### src/rtl/monitor_pkg.sv
// Shared types and defaults for the counter monitor: sample width and the
// motion/alarm encodings seen on the direcao and estado outputs.
package monitor_pkg;

    localparam int LARG_PADRAO = 8;

    typedef enum logic [1:0] {
        DIR_PARADO = 2'b00,
        DIR_SOBE   = 2'b01,
        DIR_DESCE  = 2'b10,
        DIR_SALTO  = 2'b11
    } direcao_t;

    typedef enum logic [1:0] {
        EST_NORMAL = 2'b00,
        EST_PRE    = 2'b01,
        EST_ALTO   = 2'b10,
        EST_BAIXO  = 2'b11
    } estado_t;

endpackage

### src/rtl/monitor_contagem_rastreador_extremos.sv
// Tracks the largest and smallest sample since reset or limpar; the first
// sample after either loads both extremes.
module rastreador_extremos
    import monitor_pkg::*;
#(
    parameter int LARG = LARG_PADRAO
) (
    input  logic            clk,
    input  logic            rst_n,
    input  logic            limpar,
    input  logic [LARG-1:0] amostra,
    output logic [LARG-1:0] val_max,
    output logic [LARG-1:0] val_min
);

    localparam logic [LARG-1:0] ZERO     = {LARG{1'b0}};
    localparam logic [LARG-1:0] TODOS_UM = {LARG{1'b1}};

    logic [LARG-1:0] max_q, max_d;
    logic [LARG-1:0] min_q, min_d;
    logic            vazio_q, vazio_d;

    // Next-extreme selection: clear, first-sample load, or running compare.
    always_comb begin
        max_d   = max_q;
        min_d   = min_q;
        vazio_d = vazio_q;
        if (limpar) begin
            max_d   = ZERO;
            min_d   = TODOS_UM;
            vazio_d = 1'b1;
        end else if (vazio_q) begin
            max_d   = amostra;
            min_d   = amostra;
            vazio_d = 1'b0;
        end else begin
            if (amostra > max_q) begin
                max_d = amostra;
            end else begin
                max_d = max_q;
            end
            if (amostra < min_q) begin
                min_d = amostra;
            end else begin
                min_d = min_q;
            end
        end
    end

    // Extreme registers.
    always_ff @(posedge clk or negedge rst_n) begin
        if (!rst_n) begin
            max_q   <= ZERO;
            min_q   <= TODOS_UM;
            vazio_q <= 1'b1;
        end else begin
            max_q   <= max_d;
            min_q   <= min_d;
            vazio_q <= vazio_d;
        end
    end

    assign val_max = max_q;
    assign val_min = min_q;

endmodule

### src/rtl/monitor_contagem.sv
// Watches an up/down counter output: infers motion, counts wraps, tracks
// extremes and runs a two-step confirmed high/low alarm.
module monitor_contagem
    import monitor_pkg::*;
#(
    parameter int LARG = LARG_PADRAO
) (
    input  logic            clk,
    input  logic            rst_n,
    input  logic            limpar,
    input  logic [LARG-1:0] contagem_in,
    input  logic [LARG-1:0] lim_alto,
    input  logic [LARG-1:0] lim_baixo,
    output logic [1:0]      direcao,
    output logic            wrap_pulso,
    output logic [LARG-1:0] num_wraps,
    output logic [1:0]      estado,
    output logic            erro_cfg,
    output logic [LARG-1:0] val_max,
    output logic [LARG-1:0] val_min
);

    localparam logic [LARG-1:0] ZERO     = {LARG{1'b0}};
    localparam logic [LARG-1:0] UM       = {{(LARG-1){1'b0}}, 1'b1};
    localparam logic [LARG-1:0] TODOS_UM = {LARG{1'b1}};

    logic [LARG-1:0] anterior_q, anterior_d;
    logic            valido_q, valido_d;
    direcao_t        direcao_q, direcao_d;
    logic            wrap_q, wrap_d;
    logic [LARG-1:0] num_wraps_q, num_wraps_d;
    estado_t         estado_q, estado_d;
    logic            lado_alto_q, lado_alto_d;

    logic [LARG-1:0] delta_s;
    logic            wrap_s;
    logic            acima_s;
    logic            abaixo_s;
    logic            erro_cfg_s;

    assign delta_s    = contagem_in - anterior_q;
    assign wrap_s     = ((anterior_q == TODOS_UM) && (contagem_in == ZERO)) ||
                        ((anterior_q == ZERO) && (contagem_in == TODOS_UM));
    assign acima_s    = (contagem_in >= lim_alto);
    assign abaixo_s   = (contagem_in <= lim_baixo);
    assign erro_cfg_s = (lim_baixo >= lim_alto);

    // Sample history, motion classification and wrap counting.
    always_comb begin
        anterior_d  = anterior_q;
        valido_d    = valido_q;
        direcao_d   = direcao_q;
        wrap_d      = wrap_q;
        num_wraps_d = num_wraps_q;
        if (limpar) begin
            valido_d    = 1'b0;
            direcao_d   = DIR_PARADO;
            wrap_d      = 1'b0;
            num_wraps_d = ZERO;
        end else begin
            anterior_d = contagem_in;
            valido_d   = 1'b1;
            if (valido_q) begin
                if (delta_s == ZERO) begin
                    direcao_d = DIR_PARADO;
                end else if (delta_s == UM) begin
                    direcao_d = DIR_SOBE;
                end else if (delta_s == TODOS_UM) begin
                    direcao_d = DIR_DESCE;
                end else begin
                    direcao_d = DIR_SALTO;
                end
                wrap_d = wrap_s;
                if (wrap_s && (num_wraps_q != TODOS_UM)) begin
                    num_wraps_d = num_wraps_q + UM;
                end else begin
                    num_wraps_d = num_wraps_q;
                end
            end else begin
                direcao_d = DIR_PARADO;
                wrap_d    = 1'b0;
            end
        end
    end

    // Alarm next state; lado_alto remembers which side armed PRE.
    always_comb begin
        estado_d    = estado_q;
        lado_alto_d = lado_alto_q;
        if (limpar || !valido_q || erro_cfg_s) begin
            estado_d = EST_NORMAL;
        end else begin
            case (estado_q)
                EST_NORMAL: begin
                    if (acima_s) begin
                        estado_d    = EST_PRE;
                        lado_alto_d = 1'b1;
                    end else if (abaixo_s) begin
                        estado_d    = EST_PRE;
                        lado_alto_d = 1'b0;
                    end else begin
                        estado_d = EST_NORMAL;
                    end
                end
                EST_PRE: begin
                    if (lado_alto_q && acima_s) begin
                        estado_d = EST_ALTO;
                    end else if (!lado_alto_q && abaixo_s) begin
                        estado_d = EST_BAIXO;
                    end else begin
                        estado_d = EST_NORMAL;
                    end
                end
                EST_ALTO: begin
                    if (abaixo_s) begin
                        estado_d    = EST_PRE;
                        lado_alto_d = 1'b0;
                    end else if (!acima_s) begin
                        estado_d = EST_NORMAL;
                    end else begin
                        estado_d = EST_ALTO;
                    end
                end
                EST_BAIXO: begin
                    if (acima_s) begin
                        estado_d    = EST_PRE;
                        lado_alto_d = 1'b1;
                    end else if (!abaixo_s) begin
                        estado_d = EST_NORMAL;
                    end else begin
                        estado_d = EST_BAIXO;
                    end
                end
                default: begin
                    estado_d = EST_NORMAL;
                end
            endcase
        end
    end

    // Datapath registers.
    always_ff @(posedge clk or negedge rst_n) begin
        if (!rst_n) begin
            anterior_q  <= ZERO;
            valido_q    <= 1'b0;
            direcao_q   <= DIR_PARADO;
            wrap_q      <= 1'b0;
            num_wraps_q <= ZERO;
        end else begin
            anterior_q  <= anterior_d;
            valido_q    <= valido_d;
            direcao_q   <= direcao_d;
            wrap_q      <= wrap_d;
            num_wraps_q <= num_wraps_d;
        end
    end

    // Alarm state register.
    always_ff @(posedge clk or negedge rst_n) begin
        if (!rst_n) begin
            estado_q    <= EST_NORMAL;
            lado_alto_q <= 1'b0;
        end else begin
            estado_q    <= estado_d;
            lado_alto_q <= lado_alto_d;
        end
    end

    rastreador_extremos #(
        .LARG (LARG)
    ) u_extremos (
        .clk     (clk),
        .rst_n   (rst_n),
        .limpar  (limpar),
        .amostra (contagem_in),
        .val_max (val_max),
        .val_min (val_min)
    );

    assign direcao    = direcao_q;
    assign wrap_pulso = wrap_q;
    assign num_wraps  = num_wraps_q;
    assign estado     = estado_q;
    assign erro_cfg   = erro_cfg_s;

endmodule

### config.mk
export PLATFORM = sky130hd
export DESIGN_NAME = monitor_contagem
export DESIGN_NICKNAME = d
export VERILOG_FILES = /design/src/rtl/monitor_pkg.sv /design/src/rtl/monitor_contagem_rastreador_extremos.sv /design/src/rtl/monitor_contagem.sv
export SDC_FILE = /design/constraint.sdc
export NUM_CORES = 1
export LEC_CHECK = 0
export CAP_MARGIN = 20
export CORE_AREA = 4 4 83 85
export DETAILED_ROUTE_END_ITERATION = 16
export DIE_AREA = 0 0 87 89
export GPL_ROUTABILITY_DRIVEN = 0
export GPL_TIMING_DRIVEN = 0
export PLACE_DENSITY = 0.78
export REMOVE_ABC_BUFFERS = 1
export SYNTH_ARGS = -nofsm -noshare
export SYNTH_HDL_FRONTEND = slang
export SYNTH_HIERARCHICAL = 1
export SYNTH_SLANG_ARGS = --single-unit
### constraint.sdc
create_clock -name clk -period 2.5 [get_ports clk]
set_clock_uncertainty 0.05 [all_clocks]
set_input_delay 0.5 -clock clk [delete_from_list [all_inputs] [get_ports clk]]
set_output_delay 0.5 -clock clk [all_outputs]
set_load 0.02 [all_outputs]
After elaboration in Yosys (flattened, before gate mapping)
Index checks and enable logic that the tools add are counted.
{"block": "word_totals", "register_bits": 40, "in_bits": 27, "output_inout_bits": 30, "word_cells": 80}
{"block": "classes", "add_sub_neg": 2, "magnitude_cmp": 5, "eq_ne": 9, "muxes": 32, "bitwise": 1, "reduce_logical": 21}
{"op": "$mux 8", "count": 9}
{"op": "$eq 8x8->1 const B", "count": 3}
{"op": "$logic_not 8->1", "count": 3}
{"op": "$mux 2", "count": 11}
{"op": "$ge 8x8->1", "count": 2}
{"op": "$mux 1", "count": 10}
{"op": "$reduce_bool 3->1", "count": 3}
{"op": "$add 8x1->8 const B", "count": 1}
{"op": "$eq 8x1->1 const B", "count": 1}
{"op": "$gt 8x8->1", "count": 1}
{"op": "$le 8x8->1", "count": 1}
{"op": "$lt 8x8->1", "count": 1}
{"op": "$ne 8x8->1 const B", "count": 1}
{"op": "$pmux 2 s4", "count": 1}
{"op": "$sub 8x8->8", "count": 1}
{"op": "$logic_and 1x1->1", "count": 5}
{"op": "$eq 2x2->1 const B", "count": 2}
{"op": "$reduce_bool 2->1", "count": 2}
{"op": "$logic_or 1x1->1", "count": 3}
{"op": "$pmux 1 s3", "count": 1}
{"op": "$reduce_and 3->1", "count": 1}
{"op": "$eq 2x1->1 const B", "count": 1}
{"op": "$logic_not 1->1", "count": 2}
{"op": "$logic_not 2->1", "count": 1}
{"op": "other kinds (3)", "count": 3}

Longest topological paths before layout
Gate-level depths: netlist of run 1.
{"block": "depth", "depth_word": 7, "mapped_depth": 10, "mapped_depth_nobuf": 10}

Modules after synthesis
The synthesis of run 1 kept the hierarchy.
{"mod": "monitor_contagem", "instances": 1, "cells_per_inst": 219, "area_per_inst_um2": 2045.7, "seq_area_each_um2": 575.6}
{"mod": "rastreador_extremos", "instances": 1, "cells_per_inst": 106, "area_per_inst_um2": 1102.3, "seq_area_each_um2": 436.7}

Worst setup path after synthesis of run 1
No wires, ideal clock.
{"block": "synth_timing", "path_kind": "input-to-reg", "start": "in contagem_in[0]", "end": "reg direcao_q[0], in the netlist direcao[0]", "setup_time_ns": 0.133, "t_arrival_ns": 2.185, "required_ns": 2.317, "path_slack_ns": 0.132, "stages": 10, "path_buffers": 0, "cell_sequence": "inv_1 ha_1 inv_1 fa_1 a211oi_1 o21ai_0 a21oi_1 xor2_1 o41ai_1 a21oi_1"}
{"block": "synth_via", "elab_chain_cells": 7, "word_cells_on_any_way": 9, "classes_between": "add/sub (1); eq/ne (2); mux (5); reduce/logical (1)"}
{"item": "start, declared", "line_no": "monitor_contagem.sv:11", "rtl": "input logic [LARG-1:0] contagem_in,"}
{"item": "$sub 8x8->8 (*)", "line_no": "monitor_contagem.sv:41", "rtl": "assign delta_s = contagem_in - anterior_q;"}
{"item": "$eq 8x8->1", "line_no": "monitor_contagem.sv:68", "rtl": "end else if (delta_s == TODOS_UM) begin"}
{"item": "$mux 1", "line_no": "monitor_contagem.sv:68"}
{"item": "$mux 2", "line_no": "monitor_contagem.sv:66", "rtl": "end else if (delta_s == UM) begin"}
{"item": "$mux 2 (*)", "line_no": "monitor_contagem.sv:64", "rtl": "if (delta_s == ZERO) begin"}
{"item": "$mux 2 (*)", "line_no": "monitor_contagem.sv:63", "rtl": "if (valido_q) begin"}
{"item": "$mux 2 (*)", "line_no": "monitor_contagem.sv:55", "rtl": "if (limpar) begin"}
{"item": "via direcao_d[0]", "line_no": "monitor_contagem.sv:29", "rtl": "direcao_t direcao_q, direcao_d;"}
{"item": "end signal, assigned", "line_no": "monitor_contagem.sv:152", "rtl": "direcao_q <= direcao_d;"}
{"item": "end, declared", "line_no": "monitor_contagem.sv:29"}
Mark *: on every way through the listed nets, which the timed path passes. The rest lies on a longest branch.
A chain may end at the register's enable or synchronous reset.

Worst setup path in the final report of run 1
{"block": "layout_timing", "start": "in lim_alto[6]", "end": "out erro_cfg"}
{"block": "layout_via", "elab_chain_cells": 1}
{"item": "start, declared", "line_no": "monitor_contagem.sv:12", "rtl": "input logic [LARG-1:0] lim_alto,"}
{"item": "$ge 8x8->1", "line_no": "monitor_contagem.sv:46", "rtl": "assign erro_cfg_s = (lim_baixo >= lim_alto);"}
{"item": "end, declared", "line_no": "monitor_contagem.sv:18", "rtl": "output logic erro_cfg,"}
No other way between the ends.

==> results.md, run 1 <==
* Setup slack, reg-to-reg at around 180 ps
* DPL Wire Length at 5.284 mm
* Kind of critical path: in2out
* Warning count from the yosys run at 6
* Slew @ Worst Pin at roughly 700 ps
* EDFF count, synth at 0
* Initial antenna violation count at 0
* Core area at between 6000 and 7000 um^2
* Finished Cell Area at between 4000 and 5000 um^2
* I/O pin count at 57
* Port Buffers at 56
* R2R cell count at 8
* Sum Neg Setup Slack at 0 ps
* Remaining Overflow, GRT at 0
* CP Data Arrival Time at about 1900 ps
* Final cell count without fillers at between 400 and 500
* Reg power frac at between 30% and 40%
* Largest net degree at the start of global routing at 26
* Register area share after synthesis at between 30% and 40%
* All-layer global routing usage at 18.67%
* Antenna diode count at 0
* Cells after DPL at 454
* RSZ-0062 raised after global routing: yes
* Most frequent cells in the layout: ha_1 (45), inv_1 (42), clkdlybuf4s50_1 (39)
* Final Max Tran Viols at 0
* Worst R2R Start: anterior_q[1]
* DR vias at around 2700
* Die Ht at ~89 um
* # Max-Cap Violations at 0
* Post-synth cell types at 52
* Post-Syn Instances at ~330
* Vias/cell at ~5.7
* DR iter-0 viols at 92
* Clk_lat worst skew at roughly 300 ps
* Asr flop ratio synth at 100.0%
* WL/cell at roughly 15 um
* Pwr per Cell Area at 483.7 nW/um^2
* Total Power at between 1.5 and 2 mW
* Post-route clock period utilization at between 90% and 100%
* Final Critical Period at about 2500 ps
* Vias in the first global route at approximately 2500
* Max H-tree Level at 2
* F_max at 402.6 MHz
* Nets at between 400 and 500
* Net Sw Frac at approximately 30%
* Main synth FF type: dfrtp_1
* Die width at just under 90 um
* Area of the die at 7743 um^2
* NetSw at approximately 0.58 mW
* Hold WS at about 88 ps
* Mean Syn Cell Area at between 9 and 10 um^2
* Synth top area share at between 20% and 30%
* Sink Count at 40
* First-pass GRT wire length at 11.58 mm
* Clock share of power at between 30 and 40%
* Worst Setup Start Kind: input pin
* Area contributors post-synth: dfrtp_1 (25%), ha_1 (19%), dfstp_2 (7.5%), inv_1 (5.5%), mux2i_1 (5.1%)
* Peak supply drop at between 0.3 and 0.4 mV
* P_leak at approximately 2.0 nW
* Area grow syn2layout at 28.10%
* Total Wirelength at 7.099 mm
* Register bit total from synthesis at 40
* Fin. Hold Viols at 0
* Clk root buf: clkbuf_8
* Max Buffers Root-to-Sink at 2
* Num CTS Buffers at 5
* Starting Density at between 50 and 60%
* DRC violations left at 0
* CTS hold repair buffers at 0
* CP Capture Type: output pin
* Mapped Area at ~3100 um^2
* CTS tree: done
* Placed Area at 3809 um^2
* Site Rows at 29
* Worst-path clk slew at ~90 ps
* Reg2reg end: direcao[0]
* Outcome: complete, no violations
* Comb power frac at 29.6%
* Pre-antenna DRT Iters at 5
* Slew HR at ~54%
* Hold crit path type: in2async
* P_int at ~1.4 mW
* Worst EP required at between 1500 and 2000 ps
* Post-synth top area cell: dfrtp_1
* Commonest non-fill, non-tap cell in the layout: ha_1
* Setup-failing EPs final at 0
* Antenna Nets Post-Route at 0
* Share of layout cells above drive strength 1 at between 10% and 20%
* Crit-path max FO at 3
[critical path: stages]
cell and delay, ps:
clkdlybuf4s50_1 450, inv_1 60, ha_1 310, a21o_1 190, a21oi_2 190, nand2_2 90, buf_6 130
[state kept, by name, summed over array words and instances (netlist names)]
name and count:
num_wraps 8, lado_alto_q 1, estado 2, u_extremos/val_max 8
wrap_pulso 1, anterior_q 8, u_extremos/val_min 8, direcao 2
u_extremos/vazio_q 1, valido_q 1
[cells in the mapped netlist, drive strengths merged (3+ instances only)]
cell type	number
ha	48
inv	46
dfrtp	31
nor2	26
mux2i	16
nand4	15
o21ai	15
a21oi	12
dfstp	9
xor2	9
mux2	8
nand2	8
nand2b	8
a21o	6
nor2b	6
nand3	5
nor4	5
a211oi	4
buf	4
xnor2	4
and3	3
nand4b	3
o211ai	3
o21a	3
or4	3
or4b	3
[worst max-delay path by stage]
stage | startpoint | endpoint | cells past startpoint
6_report | lim_alto[6] | erro_cfg | 7
5_1_grt | lim_alto[6] | erro_cfg | 7
4_1_cts | contagem_in[3] | direcao[0] | 7
3_5_place_dp | contagem_in[1] | num_wraps[4] | 7
3_3_place_gp | contagem_in[0] | estado[1] | 9
2_1_floorplan | contagem_in[0] | direcao[0] | 10
[stage by stage]
| step | setup slack, ps | util, % |
|---|---|---|
| 2_1_floorplan | 132.0 | - |
| 3_3_place_gp | -777.4 | 60.58 |
| 3_5_place_dp | -806.3 | 61.38 |
| 4_1_cts | 6.334 | 64.11 |
| 5_1_grt | -49.25 | 64.99 |
| 6_report | 16.21 | 64.99 |
[routing by layer]
layer | vias up | part of all wire (%) | GRT usage [%]
met5 | - | 0 | 0
met4 | 0 | 2.1 | 6.941
met3 | 15 | 5.2 | 2.673
met2 | 83 | 48 | 32.09
met1 | 1282 | 44 | 23.84
li1 | 1292 | - | -
[kinds of logic after synthesis]
logic type	synth area share [%]
simple gates	16.93
compound gates	12.56
xor+xnor	3.617
fa+ha+maj	19.71
mux	8.068
buf+inv	6.955
flops	32.15
[repair_timing]
action,in CTS,in global routing
setup buffers,5,2
pin swaps,4,8
setup endpoints to repair,24,10
gates resized for setup,30,23
[power groups by stage]
stage                     logic (mW)  clock network (mW)  registers [mW]
after global placement         0.518                   0           0.746
after global routing           0.643               0.674           0.743
after CTS                      0.550               0.646           0.736
final                          0.576               0.638           0.736
after detailed placement       0.542                   0           0.748
after floorplan                0.306                   0           0.768
[layout make-up]
type                    instances  area [um^2]
clock buffers                   6        72.57
clock inverters                 2        60.06
fillers                       487         2172
inverters                      46        175.2
multi-input cells             233         1979
flip-flops and latches         40         1012
well taps                      77        96.34
repair buffers                 65        636.9
No activity file was read; power rests on OpenSTA's default activity.
==> run 2, diff against run 1 <==
--- a/config.mk
+++ b/config.mk
@@ -5,6 +5,7 @@
 export SDC_FILE = /design/constraint.sdc
 export NUM_CORES = 1
 export LEC_CHECK = 0
+export ABC_CLOCK_PERIOD_IN_PS = 2670
 export CAP_MARGIN = 20
 export CORE_AREA = 4 4 83 85
 export DETAILED_ROUTE_END_ITERATION = 16
==> constraint.sdc (replaced) <==
create_clock -name clk -period 2.67 [get_ports clk]
set_clock_uncertainty 0.05 [all_clocks]
set_input_delay 0.534 -clock clk [delete_from_list [all_inputs] [get_ports clk]]
set_output_delay 0.534 -clock clk [all_outputs]
set_load 0.02 [all_outputs]
==> results.md, run 2 (synthesis gave the netlist of run 1 again) <==
* Crit-path max FO at 3 (unchanged)
* Most frequent cells in the layout: ha_1 (47), inv_1 (43), clkdlybuf4s50_1 (42)
* RSZ-0062 raised after global routing: yes
* Post-layout util at 64.15% (-0.85 points)
* Clk root buf: clkbuf_8
* Peak supply drop at 0.3286 mV (-4.9%)
* Kind of critical path: in2out
* Filler Cell Count at 489 (+0.41%)
* Pre-antenna DRT Iters at 6 (+1)
* Worst EP required at 2090 ps (+140 ps)
* DR vias at 2621 (-1.9%)
* Antenna diode count at 0 (unchanged)
* Core area at 6205 um^2 (unchanged)
* Max Buffers Root-to-Sink at 2 (unchanged)
* I/O pin count at 57 (unchanged)
* Worst-path clk slew at 90 ps (about the same)
* Remaining Overflow, GRT at 0 (unchanged)
* CP Data Arrival Time at 2040 ps (+110 ps)
* Setup-failing EPs final at 0 (unchanged)
* Initial antenna violation count at 0 (unchanged)
* # Max-Cap Violations at 0 (unchanged)
* Clk_lat worst skew at 300 ps (about the same)
* Starting Density at 50.74% (unchanged)
* All-layer global routing usage at 18.34% (-0.33 points)
* Max H-tree Level at 2 (unchanged)
* R2R cell count at 9 (+1)
* Nets at 462 (-1.1%)
* Vias in the first global route at 2489 (-2.3%)
* Die Ht at 89 um (unchanged)
* DPL Wire Length at 5.284 mm (unchanged)
* Slew @ Worst Pin at 709.8 ps (+14.35 ps)
* P_leak at 1.948 nW (-1.1%)
* Antenna Nets Post-Route at 0 (unchanged)
* Final Max Tran Viols at 0 (unchanged)
* Num CTS Buffers at 5 (unchanged)
* Setup ws final at 45.62 ps (+29.40 ps)
* F_max at about 380 MHz
* DRC violations left at 0 (unchanged)
* Hold crit path type: in2async
* Commonest non-fill, non-tap cell in the layout: ha_1
* Outcome: complete, no violations
* CP Capture Type: output pin
* Final Critical Period at 2624 ps
* First-pass GRT wire length at 11.36 mm (-1.9%)
* CTS tree: done
* Total Wirelength at 6.938 mm (-2.3%)
* Share of layout cells above drive strength 1 at 12.66% (-3.7 points)
* Largest net degree at the start of global routing at 26 (unchanged)
* Die width at 87 um (unchanged)
* Sink Count at 40 (unchanged)
* Worst Setup Start Kind: input pin
* Slew HR at 52.60% (-1.0 points)
* Setup WS pre-CTS at -670.3 ps (+136.0 ps)
* Port Buffers at 56 (unchanged)
* Vias/cell at 5.649 (-0.85%)
* DR iter-0 viols at 76 (-17%)
* Site Rows at 29 (unchanged)
* Post-route clock period utilization at between 90% and 100%
* Setup slack, reg-to-reg at 360 ps (+180 ps)
* Hold WS at 122.0 ps (+33.74 ps)
* WL/cell at 14.95 um (-1.2%)
* Fin. Hold Viols at 0 (unchanged)
* Reg2reg end: direcao[0]
* Pwr per Cell Area at 452.9 nW/um^2 (-6.4%)
* Area of the die at 7743 um^2 (unchanged)
* Area grow syn2layout at 26.43%
* Worst R2R Start: anterior_q[0]
* CTS hold repair buffers at 0 (unchanged)
==> run 2: cell type report <==
type | count | area, um^2 | area share [%]
multi-input combinational | 233 | 1941 | 48.76
sequential | 40 | 1012 | 25.43
timing repair buffer | 60 | 625.6 | 15.72
inverter | 46 | 172.7 | 4.338
tap | 77 | 96.34 | 2.421
clock buffer | 6 | 72.57 | 1.823
clock inverter | 2 | 60.06 | 1.509
==> run 2: worst max path at each step <==
| stage | slack (ps) | depth (start not counted) | startpoint | endpoint |
|---|---|---|---|---|
| 5_1_grt | -20 | 7 | lim_baixo[3] | erro_cfg |
| 3_5_place_dp | -670 | 7 | contagem_in[1] | num_wraps[4] |
| 3_3_place_gp | -640 | 9 | contagem_in[0] | estado[1] |
| 4_1_cts | 3 | 8 | lim_alto[2] | erro_cfg |
| 2_1_floorplan | 270 | 10 | contagem_in[0] | direcao[0] |
| 6_report | 50 | 7 | lim_baixo[3] | erro_cfg |
==> run 2: per-stage QoR <==
stage                     area [um^2]  TNS, ps  power [mW]  instances
after floorplan                  3102        0       1.005        319
after global placement           3759   -14740       1.184        452
after detailed placement         3809   -11610       1.207        454
after CTS                        3933        0       1.800        462
after global routing             3980   -29.30       1.906        464
final                            3980        0       1.802        464
==> run 2: what timing repair did <==
| item | CTS | global route |
|---|---|---|
| pin swaps | 1 | 3 |
| resized for setup | 18 | 13 |
| endpoints found under the setup margin | 14 | 5 |
| setup buffers | 0 | 2 |
==> run 2: where the power goes <==
group / leakage (nW) / total, mW / switching [mW] / internal [mW]
registers: 0.494 / 0.690 / 0.0353 / 0.654
clock network: 0.0654 / 0.595 / 0.221 / 0.374
logic: 1.39 / 0.518 / 0.278 / 0.240
==> run 2: metal layers <==
metal / part of all wire (%) / vias to the layer above / track usage, %
met2: 48 / 71 / 31.19
met3: 4.6 / 12 / 2.765
met4: 1.8 / 0 / 6.799
li1: - / 1283 / -
met5: 0 / - / 0
met1: 46 / 1255 / 23.61
==> run 2: worst max-delay path, cell delays in order <==
cell and delay (ps):
clkdlybuf4s50_1 440, ha_1 290, o21a_1 140, o21ai_2 60, a221o_1 380, nand2_2 80
buf_6 110
